## config.mk

```make
export PLATFORM = sky130hd
export DESIGN_NAME = dtw_seq_loader
export DESIGN_NICKNAME = d
export VERILOG_FILES = /design/src/rtl/dtw_seq_loader.sv
export SDC_FILE = /design/constraint.sdc
export NUM_CORES = 1
export LEC_CHECK = 0
export CAP_MARGIN = 20
export CORE_MARGIN = 8
export CORE_UTILIZATION = 30
export DETAILED_ROUTE_END_ITERATION = 10
export GPL_TIMING_DRIVEN = 1
export PLACE_DENSITY = 0.56
export SLEW_MARGIN = 20
export SYNTH_ARGS = -nofsm -noshare
export SYNTH_HDL_FRONTEND = slang
export SYNTH_SLANG_ARGS = --single-unit
```

## constraint.sdc

```tcl
create_clock -name clk -period 4.44 [get_ports clk]
set_input_delay 0.444 -clock clk [delete_from_list [all_inputs] [get_ports clk]]
set_output_delay 0.444 -clock clk [all_outputs]
set_load 0.02 [all_outputs]
```

## src/rtl/dtw_seq_loader.sv

```systemverilog
// dtw_seq_loader: captures the R sequence from the input stream, buffers it
// through a small FIFO while the shared memory port is contended, writes it
// to R_BASE.., then kicks the DTW core and waits for it to finish.
module dtw_seq_loader #(
    parameter int SEQ_LEN    = 20,
    parameter int R_BASE     = 'h3C0,
    parameter int FIFO_DEPTH = 4,
    parameter int DATA_W     = 32,
    parameter int ADDR_W     = 10
) (
    input  logic              clk,
    input  logic              nrst,
    input  logic [DATA_W-1:0] dtw_in,
    input  logic              dtw_valid,
    output logic              mem_req,
    input  logic              mem_gnt,
    output logic [ADDR_W-1:0] mem_addr,
    output logic [DATA_W-1:0] mem_data,
    output logic              mem_WR,
    output logic              mem_CS,
    output logic              start,
    input  logic              core_done,
    output logic              busy,
    output logic              err_short,
    output logic              err_ovf
);

    localparam int CNT_W = $clog2(SEQ_LEN + 1);
    localparam int PTR_W = $clog2(FIFO_DEPTH);

    typedef enum logic [2:0] {
        IDLE,
        LOAD,
        FLUSH,
        START,
        WAIT_CORE
    } state_t;

    state_t state, state_nxt;

    // FIFO pointers carry one extra bit so full and empty are distinguishable.
    logic [PTR_W:0]    wr_ptr, rd_ptr, fifo_occ;
    logic              fifo_empty, fifo_full;
    logic [DATA_W-1:0] fifo_data [FIFO_DEPTH];
    // Each entry remembers its slot so a dropped word leaves a hole instead
    // of shifting every later word down one address.
    logic [CNT_W-1:0]  fifo_slot [FIFO_DEPTH];

    logic [CNT_W-1:0]  in_cnt;   // words accepted (including dropped ones)
    logic [CNT_W-1:0]  wr_idx;   // slots resolved (written or dropped)

    logic accept, push, pop, drop, clear, set_short, set_ovf;

    function automatic logic [ADDR_W-1:0] slot_addr(input logic [CNT_W-1:0] slot);
        return ADDR_W'(R_BASE) + ADDR_W'(slot);
    endfunction

    assign fifo_occ   = wr_ptr - rd_ptr;
    assign fifo_empty = (wr_ptr == rd_ptr);
    assign fifo_full  = (fifo_occ == (PTR_W + 1)'(FIFO_DEPTH));
    assign busy       = (state != IDLE);

    // State register.
    always_ff @(posedge clk or negedge nrst) begin
        if (!nrst) begin
            state <= IDLE;
        end else begin
            state <= state_nxt;
        end
    end

    // Next-state logic plus the FIFO push/pop and error strobes.
    always_comb begin
        state_nxt = state;
        accept    = 1'b0;
        pop       = 1'b0;
        clear     = 1'b0;
        set_short = 1'b0;
        set_ovf   = 1'b0;
        start     = 1'b0;
        mem_req   = 1'b0;
        case (state)
            IDLE: begin
                if (dtw_valid) begin
                    accept    = 1'b1;
                    state_nxt = LOAD;
                end
            end
            LOAD: begin
                mem_req = !fifo_empty;
                if (dtw_valid) begin
                    accept = 1'b1;
                    pop    = !fifo_empty && mem_gnt;
                    if (in_cnt == CNT_W'(SEQ_LEN - 1)) begin
                        state_nxt = FLUSH;
                    end
                end else begin
                    // Stream broke mid-sequence: abandon the load without
                    // issuing this cycle's write.
                    set_short = 1'b1;
                    clear     = 1'b1;
                    state_nxt = IDLE;
                end
            end
            FLUSH: begin
                mem_req = !fifo_empty;
                pop     = !fifo_empty && mem_gnt;
                set_ovf = dtw_valid;
                if (wr_idx == CNT_W'(SEQ_LEN)) begin
                    state_nxt = START;
                end
            end
            START: begin
                start     = 1'b1;
                set_ovf   = dtw_valid;
                state_nxt = WAIT_CORE;
            end
            WAIT_CORE: begin
                set_ovf = dtw_valid;
                if (core_done) begin
                    clear     = 1'b1;
                    state_nxt = IDLE;
                end
            end
            default: begin
                clear     = 1'b1;
                state_nxt = IDLE;
            end
        endcase
        // A full FIFO can still take a word when one leaves in the same cycle.
        push = accept && (!fifo_full || pop);
        drop = accept && fifo_full && !pop;
        if (drop) begin
            set_ovf = 1'b1;
        end
    end

    // FIFO pointers and sequence counters.
    always_ff @(posedge clk or negedge nrst) begin
        if (!nrst) begin
            wr_ptr <= '0;
            rd_ptr <= '0;
            in_cnt <= '0;
            wr_idx <= '0;
        end else if (clear) begin
            wr_ptr <= '0;
            rd_ptr <= '0;
            in_cnt <= '0;
            wr_idx <= '0;
        end else begin
            if (push) wr_ptr <= wr_ptr + (PTR_W + 1)'(1);
            if (pop) rd_ptr <= rd_ptr + (PTR_W + 1)'(1);
            if (accept) in_cnt <= in_cnt + CNT_W'(1);
            if (pop || drop) wr_idx <= wr_idx + CNT_W'(1);
        end
    end

    // FIFO storage; contents are meaningful only between the pointers.
    always_ff @(posedge clk) begin
        if (push) begin
            fifo_data[wr_ptr[PTR_W-1:0]] <= dtw_in;
            fifo_slot[wr_ptr[PTR_W-1:0]] <= in_cnt;
        end
    end

    // Memory write stage: a popped word is presented for exactly one cycle.
    always_ff @(posedge clk or negedge nrst) begin
        if (!nrst) begin
            mem_CS   <= 1'b1;
            mem_WR   <= 1'b0;
            mem_addr <= '0;
            mem_data <= '0;
        end else if (pop) begin
            mem_CS   <= 1'b0;
            mem_WR   <= 1'b1;
            mem_addr <= slot_addr(fifo_slot[rd_ptr[PTR_W-1:0]]);
            mem_data <= fifo_data[rd_ptr[PTR_W-1:0]];
        end else begin
            mem_CS <= 1'b1;
            mem_WR <= 1'b0;
        end
    end

    // Sticky error flags, cleared only by reset.
    always_ff @(posedge clk or negedge nrst) begin
        if (!nrst) begin
            err_short <= 1'b0;
            err_ovf   <= 1'b0;
        end else begin
            if (set_short) err_short <= 1'b1;
            if (set_ovf) err_ovf <= 1'b1;
        end
    end

endmodule

```

==> impl_metrics.yaml, run 1 <==
synthesis:
  synth.top_cell.area_share: 0.549
  yosys.area.top_type: "edfxtp_1"
  synthTopCellsByArea: "edfxtp_1 (55%), dfrtp_1 (19%), mux4_2 (10%)"
  syn-cell-area_um2: 8090
  yosysWarningCount: 0
  synth_edf_count: 148
  avgSynthCellArea_um2: 16.6
  synth-async-reset-ratio: 0.292
  synth_cell_types: 48
  yosysSeqAreaShare: 0.738
  syn-num-nets: 533
  synth_cells: 486
  synthFlopType: "edfxtp_1"
  synth-seq-cells: 209
floorplanning:
  boundaryPins: 86
  start_util: 0.303
  num_rows: 60
  core_area_um2: 26700
  die_h_um: 180
  die_w_um: 180
  dieArea_um2: 32500
global_routing:
  grt_max_degree: 62
  grt_overflow_total: 0
  track_usage: 0.102
  first_global_vias: 4714
  grt_pass1_wl_um: 26300
  antenna_found_initial: 0
power_and_ir_drop:
  comb_power_share: 0.300
  switchingPower_mw: 2.15
  peakVddDrop_mv: 0.257
  pwr_density_cell_nw_per_um2: 680
  internal-power_mw: 4.69
  sw_frac_of_total: 0.314
  leakagePower_nw: 3.72
  pwr-share-seq: 0.419
  p_clk_frac: 0.280
sta:
  fin_setup_tns_ns: 0
  timing.fmax_ghz: 0.340
  skew_ns: 0.0120
  setup_viol: 0
  worst_pin_slew_ns: 1.04
  final-hold-violation-count: 0
  period_share: 0.663
  rsz0062_at_grt: "no"
  maxSlewViolCount: 0
  maxSlewHeadroom: 0.303
  min_period_ns: 2.94
job:
  cap_violations: 0
placed_design:
  io_buffer_count: 84
  gp_congestion: 0.708
  dpl_cell_area_um2: 9280
  dpl.cell_count: 891
  dp_hpwl_um: 10000
layout:
  fin_area_um2: 10100
  drive_gt1_frac: 0.160
  antennaDiodeCount: 0
  synthToLayoutAreaGrowth_pct: 24.3
  final_cells: 933
  nFillCells: 2517
  fin_nets: 622
setup_path:
  path_cells: "inv_1, ha_1, nand2_1, or2_1, a21boi_0, clkdlybuf4s50_1"
  cp_slowest_cell: "clkdlybuf4s50_1"
  regToRegEndpoint: "fifo_data[2][21]"
  path_class: "reg2out"
  cp-end-kind: "primary output"
  worstRegToRegCells: 7
  reg2reg_from: "wr_ptr[0]"
  max_stage_delay_ns: 0.64
  crit_fanout: 5
  rrSetupSlack_ns: 1.66
  crit_arrival_ns: 2.50
  required_ns: 4.00
  crit_end: "mem_req"
  crit_path_start_kind: "flip-flop"
  startpoint: "wr_ptr[0]"
worst_hold_path:
  min_path_type: "in2async"
clocking:
  cts_tree: "done"
  clock_latency_ns: 0.52
  root_buffer: "clkbuf_16"
  cts-hold-fix-buffers: 0
  clockBufferDepth: 3
  post_cts_resize_count: 0
  path_clk_slew_ns: 0.06
  htree_levels: 1
  cts_made_buffers: 23
  cts.sinks: 209
  postCtsSetupBuffers: 0
route:
  drt-total-wl_um: 16500
  post-route-drc-count: 0
  vias: 4201
  drtPass1Iterations: 4
  ant_nets: 0
  via_per_inst: 4.50
  avgRoutedWirePerCell_um: 17.7
  drt_iter0_drc: 196
outcome:
  run_status: "finished, final reports clean"
## cell families (layout without fill, tap and decap cells)
| family | Yosys count | in the layout | share of synthesized area |
|---|---|---|---|
| flops | 209 | 209 | 0.738 |
| simple gates | 156 | 156 | 0.0794 |
| mux | 44 | 44 | 0.112 |
| buf+inv | 33 | 139 | 0.0196 |
| compound gates | 26 | 26 | 0.0266 |
| fa+ha+maj | 10 | 10 | 0.0155 |
| xor+xnor | 7 | 7 | 0.00851 |
| other cells | 1 | 1 | 0.000464 |
## cell usage after synthesis (all sizes together) (2+ instances only)
cell type  number
inv             9
buf            16
clkbuf          8
ha             10
nand2         127
edfxtp        148
a21oi           3
o21bai          2
o31ai           2
dfrtp          60
xor2            5
mux2i           7
a21o            3
or2             2
nand2b          2
and2            5
nand4           2
xnor2           2
nor2b           2
nand3           3
o21ai           6
mux4           37
o2111ai         2
nor2           10
## how the worst min path moves through the flow
| stage | end | slack (ns) | cells past startpoint |
|---|---|---|---|
| after floorplan | err_ovf | 0.15 | 0 |
| after global placement | mem_data[8] | 0.46 | 2 |
| after detailed placement | mem_data[1] | 0.46 | 2 |
| after CTS | mem_addr[1] | 0.06 | 1 |
| after global routing | mem_data[22] | 0.10 | 1 |
| final | mem_addr[2] | 0.04 | 1 |
## power by group through the flow
stage	Clock (mW)	Combinational, mW	Sequential (mW)
floorplan	0	1.14	3.05
global placement	0	2.08	2.89
detailed placement	0	2.11	2.91
CTS	1.97	2.12	2.88
global route	2.05	2.26	2.92
finish	1.92	2.05	2.87
## per-layer routing
layer,GRT usage,share of wire
met1,0.125,0.43
met2,0.175,0.50
met3,0.0258,0.048
met4,0.0284,0.021
met5,0,0
## sequential cells by signal (all words and copies together), names as in the netlist, 3 cells and up
signal	flops
rd_ptr	3
mem_data	32
wr_ptr	3
wr_idx	5
state	3
fifo_data	128
mem_addr	6
fifo_slot	20
in_cnt	5
## metrics by stage
| step | utilization | worst slack [ns] | total power [mW] | hold slack (ns) |
|---|---|---|---|---|
| floorplan | - | 0.789 | 4.19 | 0.148 |
| global placement | 0.347 | 1.20 | 4.97 | 0.462 |
| detailed placement | 0.347 | 1.15 | 5.02 | 0.462 |
| CTS | 0.376 | 1.47 | 6.97 | 0.0600 |
| global route | 0.376 | 1.34 | 7.23 | 0.104 |
| finish | 0.376 | 1.50 | 6.84 | 0.0407 |
## critical path, delay by kind of cell (launching register included)
| family | cells | cell delay (ns) |
|---|---|---|
| AOI/OAI and AO/OA | 1 | 0.21 |
| adders and majority gates | 1 | 0.30 |
| and+or+nand+nor | 2 | 0.31 |
| buffers and inverters | 2 | 0.75 |
| DFF | 1 | 0.42 |
## layout by cell type, fill, tap and decap left out, types with 2 or more instances in the layout
cell,n
nand4_1,2
nand3_1,3
nand2b_1,2
buf_4,5
edfxtp_1,148
and2_2,2
o21bai_1,2
clkdlybuf4s50_1,83
nor2_1,8
dfrtp_1,58
o2111ai_1,2
mux2i_1,7
mux4_2,37
o21ai_1,2
a21oi_1,2
ha_1,10
nand2_1,126
xnor2_1,2
xor2_1,4
and2_1,2
o21ai_0,4
clkbuf_1,5
nor2b_1,2
a21o_1,3
bufinv_16,2
clkinv_2,4
clkbuf_8,5
clkbuf_16,23
inv_1,8
## cell type report
class	count	area, um^2	share of cell area
flip-flops and latches	209	5980	0.595
multi-input cells	244	1970	0.196
repair buffers	88	868	0.0864
clock buffers	33	663	0.0660
well taps	341	427	0.0424
clock inverters	9	113	0.0112
inverters	9	33.8	0.00336
Power figures use the tool's default switching activity.
==> run 2: changes to the inputs <==
--- a/config.mk
+++ b/config.mk
@@ -10,7 +10,7 @@
 export CORE_UTILIZATION = 30
 export DETAILED_ROUTE_END_ITERATION = 10
 export GPL_TIMING_DRIVEN = 1
-export PLACE_DENSITY = 0.56
+export PLACE_DENSITY = 0.57
 export SLEW_MARGIN = 20
 export SYNTH_ARGS = -nofsm -noshare
 export SYNTH_HDL_FRONTEND = slang
==> constraint.sdc (replaced) <==
create_clock -name clk -period 2.68 [get_ports clk]
set_input_delay 0.268 -clock clk [delete_from_list [all_inputs] [get_ports clk]]
set_output_delay 0.268 -clock clk [all_outputs]
set_load 0.02 [all_outputs]
==> impl_metrics.yaml, run 2 (synthesis results as in run 1) <==
placed_design:
  dp_hpwl_um: 10800
  dpl.cell_count: 901
  io_buffer_count: 84
  gp_congestion: 0.694
  post-place-ws_ns: 0.242
  dpl_cell_area_um2: 9410
sta:
  skew_ns: 0.0124
  worst_pin_slew_ns: 0.878
  rsz0062_at_grt: "no"
  period_share: 0.933
  final-hold-violation-count: 0
  maxSlewHeadroom: 0.414
  min_period_ns: 2.50
  maxSlewViolCount: 0
  fin_setup_tns_ns: 0
  timing.final.ws_setup_ns: 0.178
  timing.fmax_ghz: 0.400
  setup_viol: 0
power_and_ir_drop:
  comb_power_share: 0.313
  leakagePower_nw: 3.76
  p_clk_frac: 0.265
  peakVddDrop_mv: 0.490
  switchingPower_mw: 3.56
  sw_frac_of_total: 0.316
  pwr-share-seq: 0.422
  pwr_density_cell_nw_per_um2: 1110
  internal-power_mw: 7.70
outcome:
  run_status: "finished, final reports clean"
setup_path:
  crit_fanout: 5
  crit_arrival_ns: 2.23
  crit_path_start_kind: "flip-flop"
  required_ns: 2.41
  path_class: "reg2out"
  reg2reg_from: "wr_ptr[0]"
  startpoint: "wr_ptr[0]"
  cp-end-kind: "primary output"
layout:
  fin_nets: 633
  final_common_cell: "edfxtp_1"
  final_cell_mix: "edfxtp_1 (148), nand2_1 (126), clkdlybuf4s50_1 (82)"
  nFillCells: 2469
  final_cells: 944
  synthToLayoutAreaGrowth_pct: 25.4
  drive_gt1_frac: 0.169
  register_area_um2: 5980
  antennaDiodeCount: 0
  fin_area_um2: 10100
  largest_reg_flops: 128
  post-route-util: 0.380
  multiInputGateArea_um2: 1970
clocking:
  postCtsSetupBuffers: 0
  cts_made_buffers: 23
  cts.sinks: 209
  root_buffer: "clkbuf_16"
  htree_levels: 1
  path_clk_slew_ns: 0.06
  clock_latency_ns: 0.50
  cts_tree: "done"
  clockBufferDepth: 3
global_routing:
  antenna_found_initial: 0
  grt_max_degree: 62
  track_usage: 0.104
  first_global_vias: 4800
  grt_pass1_wl_um: 27000
  grt_overflow_total: 0
job:
  cap_violations: 0
floorplanning:
  start_util: 0.303
  boundaryPins: 86
  die_w_um: 180
  core_area_um2: 26700
  dieArea_um2: 32500
  num_rows: 60
  die_h_um: 180
worst_hold_path:
  min_from: "dtw_in[8]"
  min_path_type: "in2reg"
route:
  drtPass1Iterations: 4
  post-route-drc-count: 0
  avgRoutedWirePerCell_um: 18.0
  drt-total-wl_um: 17000
  vias: 4339
  drt_iter0_drc: 250
  via_per_inst: 4.60
  ant_nets: 0
run 2: power groups by stage:
stage / logic [mW] / registers, mW / clock network [mW]
detailed placement: 3.62 / 4.83 / 0
global route: 3.87 / 4.85 / 3.21
floorplan: 1.90 / 5.04 / 0
global placement: 3.57 / 4.78 / 0
finish: 3.53 / 4.75 / 2.98
CTS: 3.63 / 4.76 / 3.09
run 2: per-layer routing:
layer / track usage / routed length [um] / share of wire
met5: 0 / 0 / 0
met4: 0.0258 / 225 / 0.013
met3: 0.0276 / 1130 / 0.066
met2: 0.174 / 8210 / 0.48
met1: 0.131 / 7410 / 0.44
run 2: cell type report:
cell class,instances,share of cell area
Clock buffer,33,0.0634
Clock inverter,9,0.00802
Sequential cell,209,0.589
Multi-Input combinational cell,244,0.194
Tap cell,341,0.0421
Inverter,9,0.00333
Timing Repair Buffer,99,0.100
run 2: what timing repair did:
action	in CTS	in global routing
endpoints found under the setup margin	1	0
hold buffers	1	0
hold endpoints to repair	60	0
resized for setup	1	0
run 2: stage by stage:
| step | hold WS (ns) | power [mW] |
|---|---|---|
| after floorplan | -0.0276 | 6.94 |
| after global placement | 0.431 | 8.35 |
| after detailed placement | 0.434 | 8.44 |
| after CTS | 0.376 | 11.5 |
| after global routing | 0.388 | 11.9 |
| final | 0.402 | 11.3 |
run 2: worst paths after layout:
check | to | slack, ns | depth (start not counted)
max reg2reg | fifo_data[1][16] | 0.41 | 8
min in group asynchronous | mem_addr[3] | 0.45 | 2
max in group asynchronous | rd_ptr[0] | 1.57 | 2
min | fifo_data[2][8] | 0.40 | 1
min reg2reg | mem_data[12] | 0.47 | 2
max | mem_req | 0.18 | 6
run 2: critical path, stage by stage (launching register included):
cell and delay, ns:
dfrtp_1 0.42, inv_1 0.11, ha_1 0.30, nand2_1 0.14, or2_1 0.19, a21boi_0 0.22, dlygate4sd2_1 0.36
==> run 3: changes to the inputs <==
--- a/config.mk
+++ b/config.mk
@@ -5,11 +5,12 @@
 export SDC_FILE = /design/constraint.sdc
 export NUM_CORES = 1
 export LEC_CHECK = 0
+export ABC_AREA = 1
 export CAP_MARGIN = 20
 export CORE_MARGIN = 8
 export CORE_UTILIZATION = 30
 export DETAILED_ROUTE_END_ITERATION = 10
-export GPL_TIMING_DRIVEN = 1
+export GPL_TIMING_DRIVEN = 0
 export PLACE_DENSITY = 0.57
 export SLEW_MARGIN = 20
 export SYNTH_ARGS = -nofsm -noshare
==> impl_metrics.yaml, run 3 <==
route:
  vias: 5402
  via_per_inst: 4.58
  drt_iter0_drc: 305
  drt-total-wl_um: 19600
  ant_nets: 0
  drtPass1Iterations: 5
  avgRoutedWirePerCell_um: 16.6
  post-route-drc-count: 0
sta:
  fin_setup_tns_ns: 0
  timing.fmax_ghz: 0.397
  timing.final.ws_setup_ns: 0.164
  skew_ns: 0.0141
  setup_viol: 0
  worst_pin_slew_ns: 0.620
  maxSlewHeadroom: 0.587
  rsz0062_at_grt: "no"
  final-hold-violation-count: 0
  min_period_ns: 2.52
  period_share: 0.939
  maxSlewViolCount: 0
layout:
  nFillCells: 2560
  largest_reg_flops: 128
  drive_gt1_frac: 0.101
  post-route-util: 0.392
  synthToLayoutAreaGrowth_pct: 28.2
  fin_nets: 869
  final_cell_mix: "nor2_1 (200), edfxtp_1 (148), o21ai_0 (84)"
  final_common_cell: "nor2_1"
clocking:
  root_buffer: "clkbuf_16"
  cts.sinks: 209
  path_clk_slew_ns: 0.06
  clock_latency_ns: 0.50
  clockBufferDepth: 3
  cts_made_buffers: 22
  cts_tree: "done"
  htree_levels: 1
setup_path:
  path_cells: "inv_1, ha_1, nand2_1, inv_1, nand2_1, nand3_2, nand2_2, nand2_2, nor2_4, buf_12, buf_16"
  crit_fanout: 19
  cp_slowest_cell: "dfrtp_1"
  cp-end-kind: "flip-flop"
  regToRegEndpoint: "fifo_data[3][20]"
  crit_arrival_ns: 2.72
  worstRegToRegCells: 11
  startpoint: "wr_ptr[0]"
  crit_buf_inv: 4
  path_class: "reg2reg"
  crit_path_start_kind: "flip-flop"
  rrSetupSlack_ns: 0.16
  crit_end: "fifo_data[3][20]"
  reg2reg_from: "wr_ptr[0]"
  cp_num_cells: 11
  max_stage_delay_ns: 0.43
  cp_top_family: "simple AND/OR/NAND/NOR gates"
  required_ns: 2.88
floorplanning:
  die_h_um: 182
  start_util: 0.306
  boundaryPins: 86
  dieArea_um2: 33100
  core_area_um2: 27000
  die_w_um: 182
  num_rows: 60
global_routing:
  first_global_vias: 5506
  antenna_found_initial: 2
  grt_pass1_wl_um: 30700
  track_usage: 0.118
  grt_max_degree: 44
  grt_overflow_total: 0
power_and_ir_drop:
  sw_frac_of_total: 0.342
  comb_power_share: 0.343
  leakagePower_nw: 3.96
  power_mw: 12.2
  pwr_density_cell_nw_per_um2: 1150
  peakVddDrop_mv: 0.417
  internal-power_mw: 8.04
  switchingPower_mw: 4.18
  p_clk_frac: 0.269
  pwr-share-seq: 0.389
synthesis:
  synth.top_cell.area_share: 0.537
  synth_cells: 702
  syn-cell-area_um2: 8270
  synth-async-reset-ratio: 0.292
  synth_edf_count: 148
  synth_cell_types: 29
  syn-num-nets: 749
  synth-seq-cells: 209
  synthTopCellsByArea: "edfxtp_1 (54%), dfrtp_1 (18%), nor2_1 (9.3%)"
  yosys.area.top_type: "edfxtp_1"
  yosysSeqAreaShare: 0.722
  yosysWarningCount: 0
  ys_top_cells_by_count: "nor2_1 (204), edfxtp_1 (148), o21ai_0 (84)"
  synth_most_common_cell: "nor2_1"
  synthFlopType: "edfxtp_1"
  avgSynthCellArea_um2: 11.8
worst_hold_path:
  min_path_type: "in2async"
placed_design:
  post-place-ws_ns: -0.866
  gp_congestion: 0.742
  io_buffer_count: 84
  dp_hpwl_um: 13000
outcome:
  run_status: "finished, final reports clean"
job:
  cap_violations: 0
==> run 3: kinds of logic after synthesis <==
logic type,count (synthesis),share of synthesized area
fa+ha+maj,10,0.0151
flops,209,0.722
other cells,1,0.000453
buf+inv,66,0.0359
compound gates,126,0.0822
simple gates,286,0.140
xor+xnor,4,0.00424
==> run 3: worst register-to-register path, stage by stage, from the launching register on <==
cell	delay, ns
dfrtp_1	0.43
inv_1	0.15
ha_1	0.31
nand2_1	0.10
inv_1	0.04
nand2_1	0.13
nand3_2	0.16
nand2_2	0.15
nand2_2	0.18
nor2_4	0.21
buf_12	0.20
buf_16	0.18
==> run 3: stage by stage <==
| step | cell area (um^2) | std cells | hold WS, ns |
|---|---|---|---|
| 2_1_floorplan | 8280 | 702 | -0.0276 |
| 3_3_place_gp | 9550 | 1127 | 0.455 |
| 3_5_place_dp | 9710 | 1133 | 0.190 |
| 4_1_cts | 10600 | 1179 | 0.207 |
| 5_1_grt | 10600 | 1180 | 0.215 |
| 6_report | 10600 | 1180 | 0.204 |
==> run 3: worst min-delay path by stage <==
stage              endpoint  depth (start not counted)
2_1_floorplan       err_ovf                          0
3_3_place_gp      err_short                          2
3_5_place_dp    mem_addr[0]                          1
4_1_cts        mem_data[21]                          2
5_1_grt        mem_data[28]                          2
6_report       mem_data[21]                          2
==> run 3: layout make-up <==
cell class	instances	area, um^2	share of cell area
Tap cell	341	427	0.0402
Sequential cell	209	5970	0.563
Antenna cell	1	2.50	0.000236
Timing Repair Buffer	97	1070	0.101
Inverter	29	113	0.0106
Clock buffer	29	608	0.0573
Buffer	36	184	0.0173
Multi-Input combinational cell	427	2040	0.192
Clock inverter	11	185	0.0175
==> run 3: repair_timing <==
item / in CTS / in global routing
gates resized for setup: 4 / 2
pin swaps: 4 / 0
setup endpoints to repair: 152 / 69
hold endpoints to repair: 18 / 0
buffers inserted: 6 / 0
hold buffers: 1 / 0
==> run 3: power groups by stage <==
stage	clock [mW]	combinational (mW)	sequential, mW
5_1_grt	3.46	4.65	4.85
3_5_place_dp	0	4.16	4.82
6_report	3.28	4.18	4.75
3_3_place_gp	0	3.98	4.82
4_1_cts	3.36	4.26	4.76
2_1_floorplan	0	2.10	5.07
==> run 3: per-layer routing <==
metal  GRT usage  up-vias  routed length (um)
met5           0        -                   9
met4      0.0331        2                 314
met3      0.0273       20                1360
met2       0.210      143                9820
met1       0.140     2571                8050
li1            -     2666                   -
